### config.mk
export PLATFORM = sky130hd
export DESIGN_NAME = iserdes_lite
export DESIGN_NICKNAME = d
export VERILOG_FILES = /design/src/rtl/iserdes_lite.sv
export SDC_FILE = /design/constraint.sdc
export NUM_CORES = 1
export LEC_CHECK = 0
export CORE_UTILIZATION = 46
export CTS_CLUSTER_DIAMETER = 50
export DETAILED_ROUTE_END_ITERATION = 8
export GPL_TIMING_DRIVEN = 0
export PLACE_DENSITY = 0.72
export SYNTH_ARGS = -nofsm -noshare
export SYNTH_HDL_FRONTEND = slang
export SYNTH_SLANG_ARGS = --single-unit
export TNS_END_PERCENT = 100
### constraint.sdc
create_clock -name CLK -period 1.4 [get_ports CLK]
set_input_delay 0.28 -clock CLK [delete_from_list [all_inputs] [get_ports CLK]]
set_output_delay 0.28 -clock CLK [all_outputs]
set_load 0.01 [all_outputs]
### src/rtl/iserdes_lite.sv
`timescale 1ns/1ps
// ---------------------------------------------------------------------------
// iserdes_lite
//
// Single-clock 1:N serial-to-parallel deserializer. One serial bit is taken
// per clock-enabled edge. Each group of DATA_WIDTH accepted bits is presented
// on Q together with a one-cycle Q_VALID strobe. BITSLIP moves the word
// boundary one bit later for link alignment.
//
// Parameters
//   DATA_WIDTH : word width, 2..16
//   BIT_ORDER  : 0 = first received bit lands in Q[DATA_WIDTH-1]
//                1 = first received bit lands in Q[0]
//   INIT_Q     : value loaded into Q by reset
//
// Ports
//   CLK     in   clock, all state changes on the rising edge
//   RST     in   synchronous active-high reset, overrides everything else
//   CE      in   clock enable, a bit (and BITSLIP) is taken only when high
//   D       in   serial data bit
//   BITSLIP in   boundary slip request
//   Q       out  last completed word (holds between completions)
//   Q_VALID out  one-cycle strobe in the cycle after a word completes
//
// Output protocol: Q_VALID is a strobe with no back-pressure. A word is
// available on Q in exactly the cycle where Q_VALID=1 and stays on Q until
// the next completion or reset; the consumer cannot stall the stream.
// Both outputs come straight from flops.
// ---------------------------------------------------------------------------
module iserdes_lite #(
    parameter int                    DATA_WIDTH = 8,
    parameter int                    BIT_ORDER  = 0,
    parameter logic [DATA_WIDTH-1:0] INIT_Q     = '0
) (
    input  logic                  CLK,
    input  logic                  RST,
    input  logic                  CE,
    input  logic                  D,
    input  logic                  BITSLIP,
    output logic [DATA_WIDTH-1:0] Q,
    output logic                  Q_VALID
);

    localparam int                CNT_W    = $clog2(DATA_WIDTH);
    localparam logic [CNT_W-1:0]  CNT_LAST = CNT_W'(DATA_WIDTH - 1);
    localparam logic [CNT_W-1:0]  CNT_ONE  = CNT_W'(1);

    // History of the previous DATA_WIDTH-1 accepted bits, newest in bit 0.
    logic [DATA_WIDTH-2:0] sr;
    // Position of the next accepted bit within the current word.
    logic [CNT_W-1:0]      cnt;

    // The word as it would be if the current edge completed it: oldest bit
    // in the MSB, the bit being accepted right now in the LSB.
    logic [DATA_WIDTH-1:0] word_msb;
    logic [DATA_WIDTH-1:0] word_ordered;
    logic                  complete;

    assign word_msb = {sr, D};

    generate
        if (BIT_ORDER == 0) begin : g_msb_first
            assign word_ordered = word_msb;
        end else begin : g_lsb_first
            // First received bit goes to Q[0]: plain bit reversal.
            always_comb begin
                word_ordered = '0;
                for (int i = 0; i < DATA_WIDTH; i++) begin
                    word_ordered[i] = word_msb[DATA_WIDTH-1-i];
                end
            end
        end
    endgenerate

    // A slip on the last bit of a word defers completion; the word then
    // completes on the next non-slip enabled edge using the newest bits.
    assign complete = CE && !BITSLIP && (cnt == CNT_LAST);

    always_ff @(posedge CLK) begin
        if (RST) begin
            sr      <= '0;
            cnt     <= '0;
            Q       <= INIT_Q;
            Q_VALID <= 1'b0;
        end else begin
            Q_VALID <= complete;
            if (CE) begin
                // Data is shifted in on every enabled edge, slip or not;
                // a slip only freezes the bit counter.
                sr <= word_msb[DATA_WIDTH-2:0];
                if (!BITSLIP) begin
                    if (cnt == CNT_LAST) begin
                        cnt <= '0;
                    end else begin
                        cnt <= cnt + CNT_ONE;
                    end
                end
            end
            if (complete) begin
                Q <= word_ordered;
            end
        end
    end

endmodule

# [Word-level counts from Yosys, hierarchy flattened]
# Cells that the tools add are included.
[totals] register_bits=19 inputBits=5 output_inout_bits=9 word_cells=12
[classes] add_sub_neg=1 n_eq_ne=1 mux=1 n_bitwise=1 n_reduce_logical=4
[ops] cell="$add 3x1->3 const B" count=1
[ops] cell="$eq 3x3->1 const B" count=1
[ops] cell="$mux 3" count=1
[ops] cell="$logic_and 1x1->1" count=2
[ops] cell="$reduce_and 2->1" count=1
[ops] cell="$logic_not 1->1" count=1
[ops] cell="$not 1->1" count=1

# [Logic depth before layout (Yosys ltp)]
# Gate-level depths: netlist of the first run.
[depth] word_depth=3 mapped_depth=6 mapped_depth_nobuf=5

# [Worst setup path after synthesis of the first run]
# No wires, ideal clock.
[synth_path] path_kind="register to register" start="register cnt[0]" end="register Q[0]" setup_time_ns=0.123 arrival_ns=1.109 t_required_ns=1.277 slack_ns=0.168 stages_incl_launch_ff=7 n_path_buf=1 synth_period_minus_slack_ns=1.232 cell_sequence="dfxtp_1 > ha_1 > ha_1 > and3b_1 > buf_4 > nand2_1 > a21oi_2"
[synth_between] elab_chain_len=2
[synth_lines] element="start: declaration" line="51" text="logic [CNT_W-1:0] cnt;"
[synth_lines] element="start signal: assignment" line="95" text="cnt <= cnt + CNT_ONE;"
[synth_lines] element="$eq 3x3->1" line="77" text="assign complete = CE && !BITSLIP && (cnt == CNT_LAST);"
[synth_lines] element="$logic_and 1x1->1" line="77"
[synth_lines] element="end signal: assignment" line="100" text="Q <= word_ordered;"
[synth_lines] element="end: declaration" line="40" text="output logic [DATA_WIDTH-1:0] Q,"
# No other way between the ends.
# A chain may end at the register's enable or synchronous reset.

# [Worst setup path after layout of the first run]
[layout_path] start="register cnt[0]" end="register Q[3]"
# Same word-level chain as after synthesis.

==> results of run 1 <==
-- area by class of cell --
cell class	instances	area (um2)	area share, %
multi-input cells	52	331.6	37.11
repair buffers	12	106.4	11.90
well taps	16	20.02	2.241
flip-flops and latches	19	380.4	42.58
clock buffers	4	26.28	2.941
plain buffers	4	28.78	3.221
-- final timing paths --
path                            start                 end  slack [ns]  cells past startpoint
setup / recovery  cnt[0]$_SDFFE_PP0P_   Q[3]$_SDFFE_PP0P_        0.07                      6
hold reg to reg     Q[7]$_SDFFE_PP0P_   Q[7]$_SDFFE_PP0P_        0.47                      2
hold / removal                     CE  sr[6]$_SDFFE_PP0P_        0.30                      3
setup reg to reg  cnt[0]$_SDFFE_PP0P_   Q[3]$_SDFFE_PP0P_        0.07                      6
-- cell families (layout without fill, tap and decap cells) --
logic type / Yosys count / after routing / share of synthesized area (%)
adder cells (fa/ha/maj): 2 / 2 / 3.378
flip-flops: 19 / 19 / 51.35
multiplexers: 10 / 10 / 13.51
AND/OR/NAND/NOR: 32 / 32 / 18.41
buffers and inverters: 4 / 20 / 3.885
AO/OA/AOI/OAI: 8 / 8 / 9.460
-- power breakdown --
part	leakage [nW]	total, mW	internal [mW]	switching, mW
clock	0.0150	0.262	0.111	0.151
combinational	0.229	0.0501	0.0248	0.0253
sequential	0.154	0.552	0.547	0.00482
total	0.398	0.864	0.682	0.181
-- timing repair --
item | CTS | global route
endpoints found under the hold margin | 0 | 0
setup endpoints to repair | 15 | 0
gates resized for setup | 9 | 0
buffers inserted | 1 | 0
-- placed cells by master, fill, tap and decap left out --
| cell | instances |
|---|---|
| dfxtp_1 | 19 |
| nand2_1 | 16 |
| nor2_1 | 12 |
| mux2i_1 | 10 |
| dlygate4sd2_1 | 9 |
| a21oi_2 | 8 |
| clkbuf_4 | 3 |
| buf_2 | 2 |
| buf_4 | 2 |
| ha_1 | 2 |
| clkdlybuf4s50_1 | 2 |
| buf_6 | 1 |
| and2b_2 | 1 |
| and3b_1 | 1 |
| nand3b_1 | 1 |
| nor2b_1 | 1 |
| clkbuf_1 | 1 |
-- sequential cells by signal, summed over array words and instances, names as in the netlist --
signal and count:
sr 7, cnt 3, Q 8, Q_VALID 1
-- metrics by stage --
stage               TNS (ns)  util, %  hold WS, ns
CTS                        0    59.30       0.2917
finish                     0    59.30       0.3027
global route               0    59.30       0.3113
detailed placement   -0.3548    57.81       0.4560
floorplan                  0        -       0.4252
global placement     -0.5087    57.81       0.4495
-- worst max-delay path: stages (launching register included) --
cell and delay (ns):
dfxtp_1 0.34, ha_1 0.20, ha_1 0.22, and3b_1 0.17, buf_4 0.16, nand2_1 0.09, a21oi_2 0.05
-- layer usage --
layer	wire (um)	global-route usage, %	share of wire (%)
met1	615	18.41	53
met2	486	23.75	42
met3	42	2.586	3.6
met4	22	11.25	1.9
met5	0	0	0
==> flow_metrics.tcl, run 1 <==
set metrics [dict create \
    fin_crit_sh_pct 94.80 \
    place_area_um2 870.8 \
    ys_async_sr_fraction_pct 0 \
    ys_seq_area_share_pct 51.35 \
    finalHoldViolCount 0 \
    cts_buffers 3 \
    maxSlewViolCount 0 \
    syn_nets 82 \
    ctsLongestPathBuffers 2 \
    drc 0 \
    p_total_mw 0.8637 \
    rsz0062_at_grt "no" \
    timing.slew.headroom_pct 82.13 \
    hp-class "in -> reg" \
    clock_latency_ns 0.29 \
    track_usage_pct 15.10 \
    status "completed" \
    fin_area_um2 893.4 \
    ios 14 \
    crit_type "reg -> reg" \
    synthCells 75 \
    grt_pass1_wl_um 1966 \
    fin_ws_ns 0.07285 \
    fin_cells 107 \
    wl_um 1166 \
    tightest_slew_ns 0.2680 \
    cts_tree "yes" \
    synth_top_area_share_pct 51.35 \
    area_growth_pct 20.61 \
    cts_root_buf "clkbuf_4" \
    ant_nets 0 \
    synth_most_common_cell "dfxtp_1" \
    antenna_found_initial 0 \
    synth_flop_cell "dfxtp_1" \
    cts.sinks 19 \
    hold_buffers 0 \
    htree_levels 1 \
    drive_gt1_share_pct 18.68 \
    start_util_pct 49.17 \
    dieArea_um2 1775 \
    drt-vias-per-instance 4.860 \
    period_minus_slack_ns 1.327 \
    die_y_um 42.13 \
    gp_congestion 0.7666 \
    crit_required_ns 1.58 \
    avgRoutedWirePerCell_um 10.90 \
    max_cap_viol_count 0 \
    arrival_ns 1.50 \
    critPathCaptureType "flip-flop" \
    vias 520 \
    dr.first_iter.drc_count 9 \
    finClkSkew_ns 0.005065 \
    power_density_nw_per_um2 966.9 \
    fillCellCount 156 \
    rows 14 \
    synth_common_cells "19 x dfxtp_1, 16 x nand2_1, 12 x nor2_1" \
    clk_pin_slew_ns 0.10 \
    grt_max_degree 11 \
    finalSetupViolCount 0 \
    syn_avg_cell_area_um2 9.876 \
    synth_warnings 0 \
    fmax_mhz 753.5 \
    netlist_top_cells_area "dfxtp_1 51%, mux2i_1 14%, a21oi_2 9.5%" \
    antennaDiodeCount 0 \
    grt_overflow 0 \
    synth-seq-cells 19 \
    ir_drop_v 0.0004782 \
    synth_edf_count 0 \
    grt_pass1_vias 466 \
    synth_area_um2 740.7 \
    drtPass1Iterations 2 \
    startpoint_type "flip-flop" \
    leakage_nw 0.3976 \
    synth_top_area_cell "dfxtp_1" \
    portBuffers 11 \
    die_x_um 42.13 \
    post-place-ws_ns -0.05278 \
    place_inst 102 \
    core_area_um2 1506 \
    final_nets 99 \
    hpwl_um 831.5 \
    worstPathMaxFanout 8 \
    synth.distinct_cells 13 \
]
Note: power is estimated with default switching activity, not from simulation.
==> inputs of run 2 (changes only) <==
==> constraint.sdc (replaced) <==
create_clock -name CLK -period 1.3 [get_ports CLK]
set_input_delay 0.26 -clock CLK [delete_from_list [all_inputs] [get_ports CLK]]
set_output_delay 0.26 -clock CLK [all_outputs]
set_load 0.01 [all_outputs]
==> flow_metrics.tcl, run 2 (synthesis results as in run 1) <==
set metrics [dict create \
    fmax_mhz 810.3 \
    final_common_cell "dfxtp_1" \
    status "completed" \
    htree_levels 1 \
    leakage_nw 0.3995 \
    maxSlewViolCount 0 \
    finClkSkew_ns 0.005368 \
    post-place-ws_ns -0.1328 \
    fin_area_um2 905.9 \
    cts.sinks 19 \
    area_growth_pct 22.30 \
    vias 526 \
    hold_buffers 0 \
    ir_drop_v 0.0005175 \
    arrival_ns 1.41 \
    rr_endpoint "Q[3]$_SDFFE_PP0P_" \
    cts_buffers 3 \
    place_inst 102 \
    wl_um 1174 \
    dr.first_iter.drc_count 10 \
    ctsLongestPathBuffers 2 \
    r2r_start "cnt[0]$_SDFFE_PP0P_" \
    antennaDiodeCount 0 \
    portBuffers 11 \
    tightest_slew_ns 0.2673 \
    crit_required_ns 1.47 \
    finalSetupViolCount 0 \
    fin_ws_ns 0.06589 \
    min-delay-start "CE" \
    max_cap_viol_count 0 \
    cts_tree "yes" \
    worstPathMaxFanout 8 \
    hp-class "in -> reg" \
    period_minus_slack_ns 1.234 \
    core_area_um2 1506 \
    cts_root_buf "clkbuf_4" \
    gp_congestion 0.7666 \
    whs_ns 0.2856 \
    critPathCaptureType "flip-flop" \
    final_cell_mix "18 x dfxtp_1, 16 x nand2_1, 12 x nor2_1, 10 x mux2i_1, 9 x dlygate4sd2_1" \
    grt_pass1_vias 464 \
    drt-vias-per-instance 4.870 \
    grt_overflow 0 \
    rsz0062_at_grt "no" \
    grt_pass1_wl_um 1966 \
    hold_end "sr[5]$_SDFFE_PP0P_" \
    final_nets 100 \
    rows 14 \
    place_area_um2 870.8 \
    grt_max_degree 11 \
    die_x_um 42.13 \
    p_total_mw 0.9330 \
    regMostFlops "Q" \
    largestRegisters "Q: 8 flops, sr: 7 flops, cnt: 3 flops" \
    crit_type "reg -> reg" \
    power_density_nw_per_um2 1030 \
    die_y_um 42.13 \
    clk_pin_slew_ns 0.10 \
    drtPass1Iterations 2 \
    drc 0 \
    startpoint_type "flip-flop" \
    start_util_pct 49.17 \
    timing.slew.headroom_pct 82.18 \
    antenna_found_initial 0 \
    fin_crit_sh_pct 94.93 \
    ant_nets 0 \
    largest_reg_flops 8 \
    fin_cells 108 \
    finalHoldViolCount 0 \
    reg2regPathDepth 5 \
    clock_latency_ns 0.29 \
    worstHoldPathCells 3 \
    fin_setup_tns_ns 0 \
    dieArea_um2 1775 \
    avgRoutedWirePerCell_um 10.87 \
    drive_gt1_share_pct 22.83 \
    post-route-util_pct 60.13 \
    ios 14 \
    hpwl_um 831.5 \
    track_usage_pct 15.10 \
    rrSetupSlack_ns 0.07 \
]
-- run 2: final cells by class --
cell class	count	area, um2
multi-input combinational	52	335.3
fill	156	600.6
buffer	3	21.27
timing repair buffer	14	121.4
tap	16	20.02
sequential	19	381.6
clock buffer	4	26.28
-- run 2: routing by layer --
layer	part of all wire [%]	up-vias	global-route usage (%)
li1	-	280	-
met3	3.5	2	2.586
met1	53	235	18.41
met5	0	-	0
met2	43	9	23.75
met4	0.77	0	11.25
-- run 2: worst max-delay path by stage --
| stage | start | endpoint | slack, ns |
|---|---|---|---|
| after floorplan | cnt[0]$_SDFFE_PP0P_ | Q[0]$_SDFFE_PP0P_ | 0.07 |
| after detailed placement | BITSLIP | Q[1]$_SDFFE_PP0P_ | -0.13 |
| final | cnt[0]$_SDFFE_PP0P_ | Q[3]$_SDFFE_PP0P_ | 0.07 |
| after CTS | cnt[0]$_SDFFE_PP0P_ | Q[3]$_SDFFE_PP0P_ | 0.003 |
| after global routing | cnt[0]$_SDFFE_PP0P_ | Q[2]$_SDFFE_PP0P_ | 0.004 |
| after global placement | BITSLIP | Q[2]$_SDFFE_PP0P_ | -0.15 |
-- run 2: critical path, stage by stage (launching register included) --
cell	delay [ns]
dfxtp_2	0.33
ha_1	0.19
ha_2	0.18
and3b_2	0.26
nand2_1	0.11
a21oi_2	0.05
-- run 2: timing repair --
| item | 4_1_cts | 5_1_grt |
|---|---|---|
| pin swaps | 1 | 0 |
| buffers inserted | 1 | 2 |
| endpoints found under the setup margin | 17 | 8 |
| gates resized for setup | 11 | 1 |
| cloned | 0 | 0 |
-- run 2: where the power goes --
part	switching [mW]	internal, mW	leakage (nW)
Combinational	0.0283	0.0293	0.231
Clock	0.162	0.119	0.0150
Sequential	0.00472	0.589	0.154
Total	0.195	0.738	0.399
